File: src/rtl/expr_pkg.sv
// expr_pkg: character codes, FSM state encoding and digit test shared by the expression evaluator.
package expr_pkg;
   localparam logic [7:0] CH_0    = 8'h30;
   localparam logic [7:0] CH_9    = 8'h39;
   localparam logic [7:0] CH_PLUS = 8'h2B;
   localparam logic [7:0] CH_STAR = 8'h2A;
   localparam logic [7:0] CH_EQ   = 8'h3D;
   localparam logic [2:0] S_IDLE = 3'd0;
   localparam logic [2:0] S_NUM  = 3'd1;
   localparam logic [2:0] S_ADD  = 3'd2;
   localparam logic [2:0] S_MUL  = 3'd3;
   localparam logic [2:0] S_ERR  = 3'd4;
   function automatic logic is_digit(input logic [7:0] c);
      return (c >= CH_0) && (c <= CH_9);
   endfunction
endpackage

File: src/rtl/expr_mac.sv
// expr_mac: combinational term*digit or sum+term with overflow detect.
// Define EXPR_SAT_EN to clamp overflowing results to all-ones instead of wrapping.
module expr_mac #(
   parameter int W = 16
) (
   input  logic [W-1:0] term_i,
   input  logic [3:0]   digit_i,
   input  logic [W-1:0] sum_i,
   input  logic         mul_i,
   output logic [W-1:0] res_o,
   output logic         ovf_o
);
   logic [W+3:0] prod;
   logic [W:0]   add;
   assign prod  = term_i * digit_i;
   assign add   = sum_i + term_i;
   assign ovf_o = mul_i ? |prod[W+3:W] : add[W];
`ifdef EXPR_SAT_EN
   assign res_o = ovf_o ? '1 : (mul_i ? prod[W-1:0] : add[W-1:0]);
`else
   assign res_o = mul_i ? prod[W-1:0] : add[W-1:0];
`endif
endmodule

File: src/rtl/expr_eval.sv
// expr_eval: evaluates single-digit "d(op d)*" ASCII expressions ('*' before '+'), result on '='.
// Saturating arithmetic is selected with EXPR_SAT_EN (see expr_mac).
module expr_eval
   import expr_pkg::*;
#(
   parameter int W = 16
) (
   input  logic         clk,
   input  logic         clr_n,
   input  logic         in_valid,
   input  logic [7:0]   in,
   output logic         acc_ok,
   output logic         res_valid,
   output logic [W-1:0] res,
   output logic         res_err,
   output logic         res_ovf
);
   logic [2:0]   state_q, state_d;
   logic [W-1:0] sum_q, sum_d, term_q, term_d, res_q;
   logic         ovf_q, ovf_d, res_valid_q, res_err_q, res_ovf_q;
   logic [W-1:0] mac_r;
   logic         mac_ovf, dig, eq, num, mul;
   assign dig = is_digit(in);
   assign eq  = in == CH_EQ;
   assign num = state_q == S_NUM;
   assign mul = (state_q == S_MUL) && dig;
   // One shared unit: multiply while folding a digit into a term, otherwise sum+term.
   expr_mac #(.W(W)) u_mac (
      .term_i  (term_q),
      .digit_i (in[3:0]),
      .sum_i   (sum_q),
      .mul_i   (mul),
      .res_o   (mac_r),
      .ovf_o   (mac_ovf)
   );
   always_comb begin
      state_d = state_q;
      sum_d   = sum_q;
      term_d  = term_q;
      ovf_d   = ovf_q;
      if (in_valid) begin
         state_d = eq ? S_IDLE
                 : dig ? ((state_q == S_IDLE || state_q == S_ADD || state_q == S_MUL) ? S_NUM : S_ERR)
                 : (num && in == CH_PLUS) ? S_ADD
                 : (num && in == CH_STAR) ? S_MUL : S_ERR;
         if (eq) begin
            sum_d  = '0;
            term_d = '0;
            ovf_d  = 1'b0;
         end else if (mul) begin
            term_d = mac_r;
            ovf_d  = ovf_q | mac_ovf;
         end else if (dig && (state_q == S_IDLE || state_q == S_ADD)) begin
            term_d = W'(in[3:0]);
         end else if (num && in == CH_PLUS) begin
            sum_d  = mac_r;
            term_d = '0;
            ovf_d  = ovf_q | mac_ovf;
         end
      end
   end
   always_ff @(posedge clk or negedge clr_n) begin
      if (!clr_n) begin
         state_q     <= S_IDLE;
         sum_q       <= '0;
         term_q      <= '0;
         ovf_q       <= 1'b0;
         res_valid_q <= 1'b0;
         res_q       <= '0;
         res_err_q   <= 1'b0;
         res_ovf_q   <= 1'b0;
      end else begin
         state_q     <= state_d;
         sum_q       <= sum_d;
         term_q      <= term_d;
         ovf_q       <= ovf_d;
         res_valid_q <= in_valid && eq;
         if (in_valid && eq) begin
            res_q     <= num ? mac_r : '0;
            res_err_q <= !num;
            res_ovf_q <= ovf_q | (num & mac_ovf);
         end
      end
   end
   assign acc_ok    = num;
   assign res_valid = res_valid_q;
   assign res       = res_q;
   assign res_err   = res_err_q;
   assign res_ovf   = res_ovf_q;
endmodule

File: config.mk
export PLATFORM = sky130hd
export DESIGN_NAME = expr_eval
export DESIGN_NICKNAME = d
export VERILOG_FILES = /design/src/rtl/expr_pkg.sv /design/src/rtl/expr_mac.sv /design/src/rtl/expr_eval.sv
export SDC_FILE = /design/constraint.sdc
export NUM_CORES = 1
export LEC_CHECK = 0
export BUFFER_PORTS_ARGS = -buffer_cell sky130_fd_sc_hd__buf_2
export CAP_MARGIN = 0
export CORE_UTILIZATION = 52
export DETAILED_ROUTE_END_ITERATION = 6
export PLACE_DENSITY = 0.84
export SETUP_SLACK_MARGIN = 0.15
export SLEW_MARGIN = 5
export SYNTH_ARGS = -nofsm -noshare
export SYNTH_HDL_FRONTEND = slang
export SYNTH_SLANG_ARGS = --single-unit
File: constraint.sdc
create_clock -name clk -period 3.7 [get_ports clk]
set_input_delay 0.185 -clock clk [delete_from_list [all_inputs] [get_ports clk]]
set_output_delay 0.185 -clock clk [all_outputs]
set_load 0.03 [all_outputs]
==> qor.txt, run 1 <==
# DRC: 0
TritonRoute pass-1 iters: 6
Cells after synthesis: 572
Period Utilization, post-route: 0.9726
DRT Wirelength: 13010 µm
Most common cell in the netlist: nand2_1
Layout area overhead: 19.39%
Worst hold path class: in2async
Fin. max-slew vios: 0
Clk sinks: 55
Global-route wire length before repair: 21890 µm
H-tree depth: 2
CTS tree: done
CP Class: reg2reg
Yosys top cell by area: dfrtp_1
RSZ-0062 raised after global routing: yes
DR iter-0 viols: 311
Ys Warns: 0
Clock Skew: 0.006051 ns
Status: finished with violations
Initial Util: 0.5350
Gp weighted congestion: 0.8791
Largest net degree at the start of global routing: 56
Avg WL per Cell: 17.16 µm
Asr flop ratio synth: 1.000
Violated checks: hold timing
Final HPWL DP: 9490 µm
Most frequent CP cell: inv_1
Chip width: 99.50 µm
Worst Setup End Kind: flip-flop
Leakage: 0.002848 µW
Inserted Clock Buffers: 5
Initial antenna violation count: 0
Sequential area share after synthesis: 0.2784
Die height: 99.50 µm
CP arrival: 3.79 ns
Num rows: 35
Syn avg cell area: 8.642 µm²
Antenna Nets Post-Route: 0
Post-Syn Nets: 652
Finished Layout Cells: 758
Commonest cells post-synth: nand2_1 (65), o21ai_0 (61), dfrtp_1 (55)
Register bit count reported by yosys: 55
Max Cap Viol: 0
Final hold vios: 27
Area contributors post-synth: dfrtp_1 (28%), fa_1 (12%), ha_1 (10%)
Number of synthesized flops with an enable pin: 0
Largest delay share family, worst path: adder cells
Slew @ Worst Pin: 0.6960 ns
Number of distinct library cells after synthesis: 58
Largest stage delay, worst path: 0.54 ns
Final setup violation count: 0
Most used DFF post-synth: dfrtp_1
GRT overflow: 0
PwrDens: 171.3 nW/µm²
WP buf/inv: 4
Root Buffer: clkbuf_8
Worst-case hold slack: -0.01850 ns
Max Freq: 0.2779 GHz
Worst rel slew slack: 0.5360
Placed insts: 743
Die ar.: 9900 µm²
CP required: 3.89 ns
Vias/cell: 5.939
Layout cells sized above 1: 0.2226
Synthesized cell area: 4943 µm²
Via count: 4502
CP max-delay cell: fa_1
Diodes inserted: 0
Clk_lat worst skew: 0.32 ns
Worst VDD drop: 0.0001612 V
Max FO, Critical Path: 6
Final #Nets: 708
Clock slew at reported path FFs: 0.11 ns
Area fraction of the dominant cell type after synthesis: 0.2784
Number of global-route vias before repair: 4663
Fin crit period: 3.599 ns
I/O Buffers: 30
Clock buffer depth: 2
GRT Resource Usage Total: 0.2788
IO Count: 31
CP startpoint kind: flip-flop
CP cell instances: buf_4, and2_1, fa_1, inv_1, fa_1, inv_1, ha_4, inv_1, o21ba_2, nor2b_2, nor2_1, a21oi_2, mux2_4, nor4_4, nor4_1
Core area: 9240 µm²
-- per-stage QoR --
step	total power [µW]	worst slack, ns	utilization	instance area, µm²	TNS, ns
final	1011	0.1014	0.6387	5902	0
after global routing	1040	0.001550	0.6387	5902	0
after CTS	1012	0.1530	0.6215	5743	0
after detailed placement	670.5	-0.1695	0.5894	5446	-0.1943
after global placement	668.1	-0.01070	0.5894	5446	-0.01070
after floorplan	642.2	0.1502	-	5012	0
-- area by class of cell --
| cell class | instances | area (µm²) |
|---|---|---|
| tap | 129 | 161.4 |
| sequential | 55 | 1376 |
| multi-input combinational | 443 | 3610 |
| inverter | 51 | 191.4 |
| fill | 717 | 3338 |
| clock buffer | 5 | 68.82 |
| clock inverter | 3 | 25.02 |
| timing repair buffer | 72 | 469.2 |
-- per-layer routing --
metal	wire length [µm]	global-route usage	vias to the layer above
li1	-	-	2062
met1	5157	0.3344	2211
met2	6623	0.4957	179
met3	740	0.03795	50
met4	488	0.1312	0
met5	0	0	-
-- registers in the layout, summed over array words and instances, names as in the netlist --
name	flops
ovf_q	1
res	16
res_err	1
res_ovf	1
res_valid	1
state_q	3
sum_q	16
term_q	16
-- report_power, final --
group | switching [µW] | internal, µW | total (µW) | leakage [µW]
combinational | 38.4 | 16.9 | 55.3 | 0.00204
clock | 216 | 136 | 352 | 0.0000443
sequential | 1.74 | 603 | 604 | 0.000765
total | 256 | 756 | 1010 | 0.00285
-- logic make-up (layout without fill, tap and decap cells) --
logic type / after synthesis / after routing / synth area share
and+or+nand+nor: 203 / 203 / 0.2106
xor gates and xnor gates: 22 / 22 / 0.03898
DFF: 55 / 55 / 0.2784
adders and majority gates: 69 / 69 / 0.2187
AOI/OAI and AO/OA: 142 / 142 / 0.1817
buffers and inverters: 74 / 131 / 0.05669
muxes: 7 / 7 / 0.01493
-- path summary, 6_finish.rpt --
check                           depth (start not counted)  slack (ns)        from    endpoint
worst min register to register                          2        0.48      res[5]      res[5]
worst min-delay path                                    2       -0.02       clr_n      res[7]
min in group clk                                        2        0.22    in_valid  state_q[2]
worst max-delay path                                   15        0.10  term_q[10]       ovf_q
max in group asynchronous                               2        3.25       clr_n   term_q[8]
worst max register to register                         15        0.10  term_q[10]       ovf_q
-- cell usage in the layout (no fill, tap or decap), types with 10 or more instances in the layout --
| cell | n |
|---|---|
| nand2_1 | 65 |
| dfrtp_1 | 55 |
| o21ai_0 | 50 |
| inv_1 | 47 |
| buf_4 | 41 |
| and2_1 | 40 |
| ha_1 | 31 |
| buf_2 | 30 |
| fa_1 | 28 |
| nand3_1 | 26 |
| nor2_1 | 22 |
| a21oi_1 | 21 |
| xnor2_1 | 13 |
| nand2b_1 | 10 |
-- repair_timing --
item,CTS,global route
gates cloned,0,0
gates resized for setup,34,33
pin swaps,17,18
hold buffers,0,0
setup buffers,5,2
setup endpoints to repair,11,13
Note: power is estimated with default switching activity, not from simulation.
==> inputs of run 2 (changes only) <==
ABC_AREA = 1   (was default)
PLACE_DENSITY = 0.83   (was 0.84)
==> run 2 against run 1 <==
- clock-buffer cell count stayed put
- clock skew is 0.011 ns higher
- the flow now finishes without violations
- largest power group unchanged
- first-iteration DRC count is 20% higher
- hold slack better by 0.19 ns
==> qor.txt, run 2 <==
Max Freq: 0.3008 GHz (+8.2%)
CP startpoint kind: flip-flop
Final Cell Area: 5953 µm² (+0.87%)
TritonRoute pass-1 iters: 5 (-1)
Final #Nets: 906 (+28%)
Layout area overhead: 9.808%
Post-Syn Nets: 873 (+34%)
Clk_lat worst skew: 0.33 ns (about the same)
Worst hold path class: in2reg
Status: finished, final reports clean
CP max-delay cell: fa_1
Die height: 104.1 µm (+4.6%)
Final HPWL DP: 10390 µm (+9.5%)
Core area: 9955 µm² (+7.7%)
Period Utilization, post-route: 0.8986 (-0.07395)
RSZ-0062 raised after global routing: no
Slew @ Worst Pin: 0.7696 ns (+0.07356 ns)
Met1 Track Usage GR: 0.3829 (+0.04845)
Global-route wire length before repair: 23270 µm (+6.3%)
Fin. max-slew vios: 0 (unchanged)
Initial antenna violation count: 0 (unchanged)
PwrDens: 185.4 nW/µm² (+8.2%)
Most common cell in the netlist: nand2_1
GRT overflow: 0 (unchanged)
Syn avg cell area: 6.837 µm² (-21%)
Max Cap Viol: 0 (unchanged)
Final hold vios: 0 (-100%)
Via count: 5100 (+13%)
Register bit count reported by yosys: 55 (unchanged)
Leakage: 0.003535 µW (+24%)
Setup_tns: 0 ns (unchanged)
M2 GR Usage: 0.4138 (-0.08192)
Ys Warns: 0 (unchanged)
Max FO, Critical Path: 5 (-1)
Initial Util: 0.5446 (+0.009617)
Fin crit period: 3.325 ns (-0.2736 ns)
Worst Setup End Kind: flip-flop
Largest stage delay, worst path: 0.54 ns (about the same)
Chip width: 104.1 µm (+4.6%)
Layout cells sized above 1: 0.1221 (-0.1004)
H-tree depth: 2 (unchanged)
Sequential area share after synthesis: 0.2539 (-0.02454)
Root Buffer: clkbuf_8
Number of global-route vias before repair: 4869 (+4.4%)
Gp weighted congestion: 0.9676 (+10%)
Final setup violation count: 0 (unchanged)
Area fraction of the dominant cell type after synthesis: 0.2539 (-0.02454)
Antenna Nets Post-Route: 0 (unchanged)
GRT Resource Usage Total: 0.2653 (-0.01352)
Die ar.: 10840 µm² (+9.5%)
Diodes inserted: 0 (unchanged)
Area contributors post-synth: dfrtp_1 (25%), nand2_1 (19%), fa_1 (11%)
Largest net degree at the start of global routing: 32 (-43%)
Most used DFF post-synth: dfrtp_1
Worst setup margin: 0.3750 ns (+0.2736 ns)
GR met3 Demand/Resource: 0.03446 (-0.003487)
Placed cell areas: 5677 µm² (+4.2%)
DRT Wirelength: 13480 µm (+3.6%)
Worst VDD drop: 0.0002786 V (+73%)
Clock Skew: 0.01707 ns (+0.01102 ns)
Yosys top cell by area: dfrtp_1
Cells after synthesis: 793 (+39%)
Vias/cell: 5.313 (-11%)
I/O Buffers: 30 (unchanged)
Worst rel slew slack: 0.4857 (-0.05029)
Busiest metal layer after global routing: met2
Number of distinct library cells after synthesis: 43 (-26%)
CP required: 3.91 ns (+0.02 ns)
DR iter-0 viols: 372 (+20%)
Inserted Clock Buffers: 5 (unchanged)
Number of synthesized flops with an enable pin: 0 (unchanged)
CP Class: reg2reg
Commonest non-fill, non-tap cells in the layout: nand2_1 (267), inv_1 (147), nand3_1 (51)
Clock slew at reported path FFs: 0.12 ns (about the same)
Most common cell after layout, fill and taps aside: nand2_1
Asr flop ratio synth: 1.000 (unchanged)
IO Count: 31 (unchanged)
Commonest cells post-synth: nand2_1 (271), inv_1 (147), dfrtp_1 (55)
Synthesized cell area: 5421 µm² (+9.7%)
Avg WL per Cell: 14.04 µm (-18%)
Num rows: 36 (+2.9%)
CTS tree: done
Place WS: 0.1276 ns (+0.2970 ns)
# DRC: 0 (unchanged)
CP cell instances: nand2_1, inv_1, fa_1, inv_1, fa_1, inv_1, ha_1, nand2_1, inv_1, a21oi_1, nand2_2, nand3_1, nand3_1, xnor2_1, nand2_1, nand3_1, nand2_1
Clock buffer depth: 2 (unchanged)
Clk sinks: 55 (unchanged)
CP arrival: 3.54 ns (-0.25 ns)
## run 2: what timing repair did
| item | 4_1_cts | 5_1_grt |
|---|---|---|
| resized for setup | 0 | 30 |
| hold buffers | 1 | 0 |
| setup endpoints to repair | 0 | 24 |
| endpoints found under the hold margin | 28 | 0 |
| setup buffers | 0 | 7 |
## run 2: routing by layer
metal  share of wire  vias up  routed length (µm)
li1                -     2521                   -
met1            0.47     2403                6386
met2            0.45      162                6008
met3           0.066       14                 887
met4           0.014        0                 195
met5               0        -                   0
## run 2: final cells by class
class	count	area, µm²
Clock buffer	5	68.82
Clock inverter	3	31.28
Fill cell	905	4001
Inverter	153	575.6
Multi-Input combinational cell	568	3472
Sequential cell	55	1389
Tap cell	133	166.4
Timing Repair Buffer	43	250.2
## run 2: metrics by stage
stage                 util  cells  power, µW  hold slack (ns)
floorplan                -    793      696.8          -0.1106
global placement    0.5703    944      735.2           0.2501
detailed placement  0.5703    944      737.6           0.2543
CTS                 0.5813    953       1104           0.1580
global route        0.5980    960       1145           0.1780
finish              0.5980    960       1104           0.1679
## run 2: critical path: cells and delay by family, from the launching register on
family          cells  cell delay, ns
simple gates        8            0.76
compound gates      1            0.16
flops               1            0.47
fa+ha+maj           3            1.40
buf+inv             4            0.20
xor+xnor            1            0.21
## run 2: cell families (layout without fill, tap and decap cells)
family	count (synthesis)	after routing	share of synthesized area
buf+inv	170	204	0.1244
xor+xnor	13	13	0.02100
flops	55	55	0.2539
compound gates	106	106	0.1064
simple gates	380	380	0.2949
fa+ha+maj	69	69	0.1994
## run 2: path summary, 6_finish.rpt
check	from	endpoint	slack (ns)	depth (start not counted)
min reg2reg	res[10]	res[10]	0.49	2
min in group asynchronous	clr_n	res[0]	0.41	2
max	term_q[5]	res[13]	0.38	17
max reg2reg	term_q[5]	res[13]	0.38	17
max in group asynchronous	clr_n	sum_q[13]	2.47	3
min	in_valid	state_q[2]	0.17	2
## run 2: where the power goes
part	switching (µW)	internal [µW]	leakage [µW]	total (µW)
clock network	227	144	0.0000522	372
registers	8.91	608	0.000742	617
logic	80.1	35.1	0.00274	115
total	316	787	0.00353	1100
